### src/rtl/parking_slot_allocator.sv
// Two-lot parking slot allocator: four-phase entry/exit gates arbitrated onto one occupancy table.
// Optional PARK_FEE_EN adds per-slot duration counters and a fee output on exit.
module parking_slot_allocator #(
  parameter int NUM_SLOTS = 8,
  parameter int SLOT_W    = 3,
  parameter int TICK_DIV  = 100,
  parameter int RATE      = 2
) (
  input  logic                 clk,
  input  logic                 rst,
  input  logic [2:0]           lot_sel,
  input  logic                 entry_req,
  output logic                 entry_ack,
  output logic                 entry_ok,
  output logic [SLOT_W-1:0]    entry_slot,
  input  logic                 exit_req,
  input  logic [SLOT_W-1:0]    exit_slot_in,
  output logic                 exit_ack,
  output logic                 exit_ok,
  output logic [NUM_SLOTS-1:0] occ_view,
  output logic [SLOT_W:0]      free_cnt,
  output logic [1:0]           full
`ifdef PARK_FEE_EN
  ,
  output logic [15:0]          fee,
  output logic                 fee_valid
`endif
);

  typedef enum logic [1:0] {IDLE, CAPTURE, EXEC, RESP} state_t;

  state_t                state_reg, state_next;
  logic [NUM_SLOTS-1:0]  occ_reg [2];
  logic                  is_exit_reg, rr_exit_reg, lot_reg;
  logic [SLOT_W-1:0]     slot_reg;
  logic                  entry_ack_reg, entry_ok_reg, exit_ack_reg, exit_ok_reg;
  logic [SLOT_W-1:0]     entry_slot_reg;

  logic                  entry_pend, exit_pend, tie, lot_ok;
  logic                  accept_entry, accept_exit;
  logic [NUM_SLOTS-1:0]  cur_occ;
  logic                  free_found;
  logic [SLOT_W-1:0]     free_idx;
  logic                  slot_in_range, exit_hit;

  assign entry_pend    = entry_req && !entry_ack_reg;
  assign exit_pend     = exit_req && !exit_ack_reg;
  assign tie           = entry_pend && exit_pend;
  assign lot_ok        = (lot_sel == 3'd1) || (lot_sel == 3'd2);
  assign cur_occ       = occ_reg[lot_reg];
  assign slot_in_range = {1'b0, slot_reg} < (SLOT_W+1)'(NUM_SLOTS);
  assign exit_hit      = slot_in_range && cur_occ[slot_reg];

  // Lowest-numbered free slot of the latched lot
  always_comb begin
    free_found = 1'b0;
    free_idx   = '0;
    for (int i = NUM_SLOTS - 1; i >= 0; i--) begin
      if (!cur_occ[i]) begin
        free_found = 1'b1;
        free_idx   = SLOT_W'(i);
      end
    end
  end

  always_comb begin
    state_next   = state_reg;
    accept_entry = 1'b0;
    accept_exit  = 1'b0;
    case (state_reg)
      IDLE: begin
        // rr_exit_reg set means exit won the last tie, so entry wins this one
        if (tie) begin
          accept_entry = rr_exit_reg;
          accept_exit  = !rr_exit_reg;
        end else begin
          accept_entry = entry_pend;
          accept_exit  = exit_pend;
        end
        if (accept_entry || accept_exit) state_next = CAPTURE;
      end
      CAPTURE: state_next = lot_ok ? EXEC : RESP;
      EXEC:    state_next = RESP;
      RESP:    if (is_exit_reg ? !exit_req : !entry_req) state_next = IDLE;
      default: state_next = IDLE;
    endcase
  end

  always_ff @(posedge clk) begin
    if (rst) begin
      state_reg      <= IDLE;
      occ_reg[0]     <= '0;
      occ_reg[1]     <= '0;
      is_exit_reg    <= 1'b0;
      rr_exit_reg    <= 1'b1;
      lot_reg        <= 1'b0;
      slot_reg       <= '0;
      entry_ack_reg  <= 1'b0;
      entry_ok_reg   <= 1'b0;
      entry_slot_reg <= '0;
      exit_ack_reg   <= 1'b0;
      exit_ok_reg    <= 1'b0;
    end else begin
      state_reg <= state_next;
      if (accept_entry || accept_exit) begin
        is_exit_reg <= accept_exit;
        if (tie) rr_exit_reg <= accept_exit;
      end
      case (state_reg)
        CAPTURE: begin
          lot_reg  <= (lot_sel == 3'd2);
          slot_reg <= exit_slot_in;
          if (!lot_ok) begin
            if (is_exit_reg) begin
              exit_ok_reg  <= 1'b0;
              exit_ack_reg <= 1'b1;
            end else begin
              entry_ok_reg   <= 1'b0;
              entry_slot_reg <= '0;
              entry_ack_reg  <= 1'b1;
            end
          end
        end
        EXEC: begin
          if (is_exit_reg) begin
            exit_ack_reg <= 1'b1;
            exit_ok_reg  <= exit_hit;
            if (exit_hit) occ_reg[lot_reg][slot_reg] <= 1'b0;
          end else begin
            entry_ack_reg  <= 1'b1;
            entry_ok_reg   <= free_found;
            entry_slot_reg <= free_found ? free_idx : '0;
            if (free_found) occ_reg[lot_reg][free_idx] <= 1'b1;
          end
        end
        RESP: begin
          if (state_next == IDLE) begin
            entry_ack_reg <= 1'b0;
            exit_ack_reg  <= 1'b0;
          end
        end
        default: ;
      endcase
    end
  end

  // Registered free counts and full flags, one cycle behind the table
  for (genvar gi = 0; gi < 2; gi++) begin : g_lot
    logic [SLOT_W:0] cnt;
    logic [SLOT_W:0] free_reg;
    logic            full_reg;

    always_comb begin
      cnt = (SLOT_W+1)'(NUM_SLOTS);
      for (int i = 0; i < NUM_SLOTS; i++) begin
        if (occ_reg[gi][i]) cnt = cnt - (SLOT_W+1)'(1);
      end
    end

    always_ff @(posedge clk) begin
      if (rst) begin
        free_reg <= (SLOT_W+1)'(NUM_SLOTS);
        full_reg <= 1'b0;
      end else begin
        free_reg <= cnt;
        full_reg <= (cnt == '0);
      end
    end
  end

  always_comb begin
    occ_view = '0;
    free_cnt = '0;
    if (lot_sel == 3'd1) begin
      occ_view = occ_reg[0];
      free_cnt = g_lot[0].free_reg;
    end else if (lot_sel == 3'd2) begin
      occ_view = occ_reg[1];
      free_cnt = g_lot[1].free_reg;
    end
  end

  assign full       = {g_lot[1].full_reg, g_lot[0].full_reg};
  assign entry_ack  = entry_ack_reg;
  assign entry_ok   = entry_ok_reg;
  assign entry_slot = entry_slot_reg;
  assign exit_ack   = exit_ack_reg;
  assign exit_ok    = exit_ok_reg;

`ifdef PARK_FEE_EN
  logic [15:0] presc_reg;
  logic        tick;
  logic [7:0]  tick_arr [2][NUM_SLOTS];
  logic [15:0] fee_reg;
  logic        fee_valid_reg;

  assign tick = (presc_reg == 16'(TICK_DIV - 1));

  always_ff @(posedge clk) begin
    if (rst || tick) presc_reg <= '0;
    else             presc_reg <= presc_reg + 16'd1;
  end

  for (genvar gi = 0; gi < 2; gi++) begin : g_fee_lot
    for (genvar gj = 0; gj < NUM_SLOTS; gj++) begin : g_slot
      logic [7:0] ticks_reg;
      logic       grant;

      assign grant = (state_reg == EXEC) && !is_exit_reg && free_found &&
                     (lot_reg == 1'(gi)) && (free_idx == SLOT_W'(gj));

      always_ff @(posedge clk) begin
        if (rst || grant)
          ticks_reg <= '0;
        else if (tick && occ_reg[gi][gj] && ticks_reg != 8'hff)
          ticks_reg <= ticks_reg + 8'd1;
      end

      assign tick_arr[gi][gj] = ticks_reg;
    end
  end

  always_ff @(posedge clk) begin
    if (rst) begin
      fee_reg       <= '0;
      fee_valid_reg <= 1'b0;
    end else if (state_reg == CAPTURE && is_exit_reg && !lot_ok) begin
      fee_reg       <= '0;
      fee_valid_reg <= 1'b0;
    end else if (state_reg == EXEC && is_exit_reg) begin
      fee_reg       <= exit_hit ? 16'(tick_arr[lot_reg][slot_reg]) * 16'(RATE) : '0;
      fee_valid_reg <= exit_hit;
    end else if (state_reg == RESP && state_next == IDLE && is_exit_reg) begin
      fee_valid_reg <= 1'b0;
    end
  end

  assign fee       = fee_reg;
  assign fee_valid = fee_valid_reg;
`endif

endmodule

### config.mk
export PLATFORM = sky130hd
export DESIGN_NAME = parking_slot_allocator
export DESIGN_NICKNAME = d
export VERILOG_FILES = /design/src/rtl/parking_slot_allocator.sv
export SDC_FILE = /design/constraint.sdc
export NUM_CORES = 1
export LEC_CHECK = 0
export BUFFER_PORTS_ARGS = -buffer_cell sky130_fd_sc_hd__buf_2
export CORE_ASPECT_RATIO = 0.9
export CORE_UTILIZATION = 55
export DETAILED_ROUTE_END_ITERATION = 16
export GPL_TIMING_DRIVEN = 0
export PLACE_DENSITY = 0.81
export SLEW_MARGIN = 10
export SYNTH_ARGS = -nofsm -noshare
export SYNTH_HDL_FRONTEND = slang
export SYNTH_SLANG_ARGS = --single-unit
### constraint.sdc
create_clock -name clk -period 3.82 [get_ports clk]
set_input_delay 0.764 -clock clk [delete_from_list [all_inputs] [get_ports clk]]
set_output_delay 0.764 -clock clk [all_outputs]
set_load 0.005 [all_outputs]
* Word-level counts from Yosys, hierarchy flattened
Memory sizes are Yosys's and may differ from the RTL's. A register that Yosys moved wholly into a read port is not among the register bits.
Index checks and enable logic that the tools add are counted.
Widths: inputs -> output; s select.
** Storage, ports and cells
- Bits in registers :: 25
- Memories :: 1
- Word-level logic and storage cells :: 174
- Output and inout port bits :: 21
- Bits in writable memories :: 16
- Bits of input ports :: 10
** Operators by class
- Magnitude comparators :: 4
- Equality and inequality tests :: 11
- Reduce and logical (&&, ||, !) cells :: 24
- Add/subtract/negate cells :: 14
- Bitwise logic cells :: 8
- Multiplexer cells :: 98
** Memory list
- occ_reg :: depth 2, width 8, rd ports 3, clocked after memory_dff 1, write ports 2, RTL line 33 : logic [NUM_SLOTS-1:0] occ_reg [2];
** Operators by type and width (count)
- $mux 4 :: 18
- $sub 4x1->4 const B :: 14
- $mux 1 :: 51
- $mux 8 :: 6
- $mux 3 :: 12
- $ne 2x2->1 const B :: 6
- $logic_not 4->1 :: 2
- $lt 3x4->1 const B :: 2
- $or 1x1->1 :: 8
- $pmux 2 s4 :: 1
- $reduce_and 4->1 :: 2
- $reduce_or 8->1 :: 1
- $demux 1 s3 :: 2
- $ge 3x1->1 const B :: 2
- $pmux 1 s3 :: 2
- $pmux 3 s2 :: 1
- $logic_and 1x1->1 :: 5
- $logic_not 1->1 :: 5
- $eq 2x2->1 const B :: 2
- $logic_not 2->1 :: 2
- $mux 2 :: 2
- $pmux 1 s2 :: 2
- $bmux 1 s3 :: 1
- $eq 3x1->1 const B :: 1
- other kinds (7) :: 9

* Logic depth before layout (Yosys ltp)
Gate-level depths: netlist of the first run.
An unclocked memory read counts as a cell.
- Depth after elaboration :: 17
- Mapped depth :: 16
- Mapped depth without buffers :: 16

* Least setup slack after synthesis of the first run
OpenSTA, ideal clock, no wires.
- Path type :: register to register
- Start point :: memory occ_reg[0][0]
- End point :: register g_lot[0].full_reg
- Path slack :: -0.168 ns
- Stages on the path, launching flop included :: 17
- Period minus slack after synthesis :: 3.988 ns
- Arrival :: 3.919 ns
- Required time :: 3.750 ns
- Library setup time :: 0.070 ns
- Buffers on the path :: 0
- Cell sequence :: edfxtp_1 inv_1 fa_1 xor2_2 and2_1 xnor2_1 ha_1 or2b_2 o21ai_1 inv_1 ha_1 nand2_1 o21ai_0 ha_1 nand3_1 or4_1 a21oi_1
** RTL lines
- start: declaration :: RTL line 33
- end signal: assignment :: RTL line 166 : full_reg <= (cnt == '0);
- end: declaration :: RTL line 151 : logic full_reg;

==> results of run 1 <==
layout make-up:
class                           count  area share, %
Buffer                             29          3.763
Clock buffer                        5          1.656
Clock inverter                      3         0.5418
Inverter                           20          1.806
Multi-Input combinational cell    331          58.67
Sequential cell                    42          24.08
Tap cell                           87          2.619
Timing Repair Buffer               48          6.863
worst register-to-register path: stages, from the launching register on:
cell and delay (ns):
edfxtp_1 0.38, inv_2 0.08, fa_2 0.64, xor2_4 0.17, and2_4 0.20, xnor2_4 0.14, ha_1 0.26, or2b_4 0.27
o21ai_4 0.09, inv_2 0.07, ha_4 0.21, nand2_2 0.08, o21ai_2 0.07, ha_1 0.30, nand3_1 0.08, or4_4 0.53
a21oi_2 0.13
per-stage QoR:
step                setup slack (ns)  setup TNS, ns  util [%]
global route                -0.07115       -0.09575     67.60
floorplan                    0.01500              0         -
detailed placement           -0.3420        -0.7230     62.35
global placement             -0.2638        -0.4927     62.35
finish                       0.04634              0     67.60
CTS                          0.01463              0     65.47
cell families after synthesis:
kind of cell,after synthesis
buffers and inverters,49
XOR/XNOR,33
adder cells (fa/ha/maj),16
AO/OA/AOI/OAI,105
AND/OR/NAND/NOR,156
multiplexers,21
flip-flops,42
layout by cell type (no fill, tap or decap), types with 4 or more instances in the layout:
cell type and count:
inv_2 6, o22a_1 5, a22oi_1 12, dfxtp_1 26
a32oi_1 5, mux2_2 8, clkbuf_1 20, nor3_1 5
nand2b_1 9, nand2_1 46, buf_4 20, nand3_1 8
buf_2 31, inv_1 14, xor2_1 11, edfxtp_1 16
a21oi_1 17, a21o_1 7, xnor2_1 13, nor2_1 55
o21bai_1 13, clkbuf_8 6, ha_1 12, nor2b_1 12
mux2i_1 11, nand3b_1 4, o21ai_0 17
metal layers:
layer | up-vias | global-route usage [%] | wire length [um]
li1 | 1601 | - | -
met2 | 119 | 44.29 | 4245
met4 | 0 | 10.83 | 206
met1 | 1526 | 36.17 | 3960
met3 | 25 | 4.627 | 514
met5 | - | 0 | 0
worst max path at each step:
stage,startpoint,end,slack (ns),cells after the start
4_1_cts,occ_reg[0][2],g_lot[0].full_reg,0.01,17
5_1_grt,occ_reg[0][0],g_lot[0].full_reg,-0.07,16
3_5_place_dp,occ_reg[0][2],g_lot[0].full_reg,-0.34,16
6_report,occ_reg[0][0],g_lot[0].full_reg,0.05,16
2_1_floorplan,occ_reg[0][2],g_lot[0].full_reg,0.01,16
3_3_place_gp,occ_reg[0][2],g_lot[0].full_reg,-0.26,16
power by group:
| group | internal (mW) | switching [mW] | total [mW] |
|---|---|---|---|
| clock network | 0.131 | 0.174 | 0.305 |
| registers | 0.506 | 0.0224 | 0.528 |
| logic | 0.235 | 0.288 | 0.524 |
| total | 0.872 | 0.485 | 1.36 |
what timing repair did:
action | CTS | global route
gates resized for setup | 10 | 12
hold endpoints to repair | 0 | 0
setup endpoints to repair | 6 | 2
pin swaps | 3 | 5
buffers inserted | 8 | 10
==> out/qor.csv, run 1 <==
metric,value,unit
status,"finished, final reports clean",
vias in the first global route,2986,
Syn Std Cell Area,3533,um^2
cell taking the most area after synthesis,dfxtp_1,
First-pass DRT Iterations,7,
placed cell area,3834,um^2
async set-or-reset flop fraction in the synthesized netlist,0,%
Synth Area in Compound Gates,21.14,%
RSZ-0062 raised after global routing,yes,
first-pass GRT wire length,14310,um
max_cap viols,0,
Post-Synth Simple-Gate Area,20.75,%
Die Span Y,78.04,um
CP max FO,4,
fin nets,503,
Synth area leaders,"dfxtp_1 (15%), edfxtp_1 (14%), nor2_1 (5.8%)",
Hold Crit Depth,1,
H-tree lvl count,2,
syn_nets,448,
"Top FF cell, synth",dfxtp_1,
Cells after Synth,422,
DR iter-0 viols,258,
min cycle time layout,3.774,ns
fin cells,565,
placed insts,539,
worst min path class,reg2reg,
buffers added on ports,30,
TritonCTS Buffers,5,
Worst Path Buf+Inv,2,
core area,6148,um^2
Yosys reg bits,42,
clk buf depth,2,
Rows,27,
drc violations,0,
syn_area_per_cell,8.373,um^2
setup violators final,0,
Fin. Hold Viols,0,
crit end category,flip-flop,
worst-path cell chain,"inv_2, fa_2, xor2_4, and2_4, xnor2_4, ha_1, or2b_4, o21ai_4, inv_2, ha_4, nand2_2, o21ai_2, ha_1, nand3_1, or4_4, a21oi_2",
Peak VDD IR,0.2176,mV
cts hold-fix bufs,0,
Die Wd,86.49,um
area share of fa/ha/maj cells after synthesis,6.091,%
reg2reg setup slack,0.05,ns
"Req. time, crit path",4.07,ns
initial core utilization,57.47,%
Reg area,1001,um^2
post-synthesis sequential area ratio,28.33,%
Reg2Reg Depth,16,
"CP delay by family, top",adder cells,
Yosys cell types,71,
Worst-path clk slew,0.09,ns
fillcell total,508,
Synth top area share,14.73,%
XOR/XNOR Fraction of Synth Area,10.76,%
max reg flops,16,
CTS tree,yes,
Slew @ Worst Pin,0.6008,ns
area grow syn2layout,17.63,%
Slew Limit Headroom,59.95,%
largest net degree at the start of global routing,16,
worst hold slack,0.4667,ns
global route overflow,0,
Tcrit/Tclk final,98.79,%
layout cells sized above 1,21.97,%
Worst Setup Path Type,reg2reg,
most common cell in the netlist,nor2_1,
yosys warns,0,
Reg-to-Reg End,g_lot[0].full_reg,
wire per inst,15.80,um
Setup Skew,0.01053,ns
PwrDens,326.5,nW/um^2
# diodes,0,
worst r2r src,occ_reg[0][0],
CP max-delay cell,fa_2,
Leakage,1.650,nW
initial antenna violation count,0,
routed wire length,8927,um
max-slew violation count,0,
Hold EP,entry_ok,
clock latency on the worst-skew pair,0.31,ns
clock net sink count,42,
Critical Path AT,4.02,ns
root buf cell,clkbuf_8,
routed vias,3271,
number of synthesized flops with an enable pin,16,
"Design Area, Final",4156,um^2
I/O pin count,31,
Via density,5.789,
Total Power,1.357,mW
Routed Antenna Nets,0,
GRT Overall Usage,27.28,%
HPWL after detailed placement,6404,um
post-synthesis mux area share,6.728,%
multi-input logic area,2439,um^2
fmax,265.0,MHz
hold_sp,entry_ok,
largest family of logic cells by synthesized area,compound AO/OA/AOI/OAI gates,
startpoint types,flip-flop,
Placer Congestion,0.9430,
die area,6749,um^2
Synth top cells by count,"nor2_1 (55), nand2_1 (47), dfxtp_1 (26), clkbuf_1 (20), inv_1 (19)",
slowest cell delay on critical path,0.64,ns
No activity file was read; power rests on OpenSTA's default activity.
==> run 2: changes to the inputs <==
--- a/config.mk
+++ b/config.mk
@@ -10,7 +10,7 @@
 export CORE_UTILIZATION = 55
 export DETAILED_ROUTE_END_ITERATION = 16
 export GPL_TIMING_DRIVEN = 0
-export PLACE_DENSITY = 0.81
+export PLACE_DENSITY = 0.85
 export SLEW_MARGIN = 10
 export SYNTH_ARGS = -nofsm -noshare
 export SYNTH_HDL_FRONTEND = slang
==> run 2 against run 1 <==
Sequential cell count unchanged; wire length rose by 7.0%; die area did not move; critical path depth unchanged; fmax is 0.59% lower; largest power group is now combinational cells.
==> out/qor.csv, run 2 (same netlist as run 1, synthesis figures left out) <==
metric,value,unit
max-slew violation count,0,
worst min path class,reg2reg,
vias in the first global route,2987,
status,"finished, final reports clean",
final worst slack,0.02400,ns
global route overflow,0,
hold_sp,entry_ok,
clk buf depth,2,
Slew Limit Headroom,62.23,%
Worst Setup Path Type,reg2reg,
"Req. time, crit path",4.06,ns
Flop pwr share,35.6,%
max_cap viols,0,
TritonCTS Buffers,5,
M1 wire length,4076,um
First-pass DRT Iterations,5,
top sig layer,met4,
Internal,972.5,uW
die area,6749,um^2
CP max FO,4,
Routed Antenna Nets,0,
worst r2r src,occ_reg[0][0],
area grow syn2layout,21.03,%
Tcrit/Tclk final,99.37,%
buffers added on ports,30,
Critical Path AT,4.04,ns
Reg2Reg Depth,16,
"most common cell after layout, fill and taps aside",nor2_1,
startpoint types,flip-flop,
routed wl met2,4638,um
routed vias,3458,
Total Power,1.485,mW
Clk pwr share,24.7,%
drc violations,0,
pre-CTS WS,-0.3602,ns
I/O pin count,31,
GRT Overall Usage,26.60,%
PwrDens,347.2,nW/um^2
setup violators final,0,
Via density,6.067,
max reg flops,16,
fin nets,508,
# diodes,0,
Setup Skew,0.01287,ns
crit end category,flip-flop,
Leakage,1.701,nW
most frequent cells in the layout,"nor2_1 (54), nand2_1 (46), buf_2 (31), dfxtp_1 (26), buf_4 (24)",
core area,6148,um^2
Die Span Y,78.04,um
Placer Congestion,0.9168,
reg2reg setup slack,0.02,ns
Slew @ Worst Pin,0.5666,ns
first-pass GRT wire length,14080,um
Fin. Hold Viols,0,
root buf cell,clkbuf_8,
Net Sw Power,512.4,uW
wire per inst,16.75,um
Peak VDD IR,0.2155,mV
RSZ-0062 raised after global routing,yes,
routed wire length,9549,um
clock net sink count,42,
largest net degree at the start of global routing,15,
Die Wd,86.49,um
Worst-path clk slew,0.09,ns
Hold EP,entry_ok,
initial core utilization,57.47,%
min cycle time layout,3.796,ns
CTS tree,yes,
fillcell total,479,
clock latency on the worst-skew pair,0.31,ns
cts hold-fix bufs,0,
Sw Share,34.51,%
HPWL after detailed placement,6404,um
layout cells sized above 1,23.81,%
DR iter-0 viols,343,
Rows,27,
Comb power frac,39.7,%
met3 wire length,600,um
Hold Crit Depth,1,
fmax,263.4,MHz
H-tree lvl count,2,
Reg-to-Reg End,g_lot[0].full_reg,
initial antenna violation count,0,
==> run 2: changes by cell type in the layout (fill, tap and decap cells not counted), sizes merged <==
cell and delta:
buf +5, bufinv +1, clkinv +1, clkinvlp -1
inv -1
==> run 2: power by group through the flow <==
stage | Combinational (mW) | Clock [mW] | Sequential, mW
after floorplan | 0.368 | 0 | 0.534
after global placement | 0.444 | 0 | 0.539
after detailed placement | 0.463 | 0 | 0.540
after CTS | 0.497 | 0.368 | 0.527
after global routing | 0.638 | 0.383 | 0.533
final | 0.590 | 0.366 | 0.528
==> run 2: worst max-delay path, cell delays in order (launching register included) <==
cell and delay, ns:
edfxtp_1 0.41, inv_2 0.09, fa_2 0.63, xor2_4 0.20
and2_4 0.22, xnor2_4 0.15, ha_4 0.24, or2b_4 0.26
o21ai_4 0.09, inv_2 0.07, ha_4 0.22, nand2_4 0.07
o21ai_4 0.07, ha_4 0.29, nand3_2 0.06, or4_4 0.52
a21oi_2 0.15
==> run 2: cell type report <==
cell class	count	area (um^2)	share of cell area, %
buffer	29	156.4	3.657
clock buffer	5	68.82	1.609
clock inverter	3	43.79	1.024
inverter	20	75.07	1.755
multi-input combinational	331	2496	58.37
sequential	42	1001	23.41
tap	87	108.9	2.545
timing repair buffer	53	326.6	7.636
==> run 2: per-stage QoR <==
step                      utilization, %  setup TNS [ns]  cell area (um^2)  instances  hold WS (ns)
final                              69.56               0              4277        570        0.4626
after global routing               69.56         -0.1628              4277        570        0.4956
after CTS                          66.24               0              4073        556        0.4646
after detailed placement           62.35         -0.7153              3834        539        0.4420
after global placement             62.35         -0.4837              3834        539        0.4360
after floorplan                        -               0              3575        422        0.4487
==> run 2: worst max-delay path by stage <==
stage,from,to,cells past startpoint
floorplan,occ_reg[0][2],g_lot[0].full_reg,16
global placement,occ_reg[0][2],g_lot[0].full_reg,16
detailed placement,occ_reg[0][2],g_lot[0].full_reg,16
CTS,occ_reg[0][1],g_lot[0].full_reg,16
global route,occ_reg[1][0],g_lot[1].full_reg,14
finish,occ_reg[0][0],g_lot[0].full_reg,16
==> run 2: repair_timing <==
item | in CTS | in global routing
pin swaps | 4 | 10
setup endpoints to repair | 5 | 2
setup buffers | 9 | 14
gates resized for setup | 13 | 17
==> run 2: routing by layer <==
metal  up-vias  global-route usage (%)
li1       1600                       -
met3        30                   3.891
met4         0                   8.333
met2       186                   45.16
met1      1642                   34.92
met5         -                       0
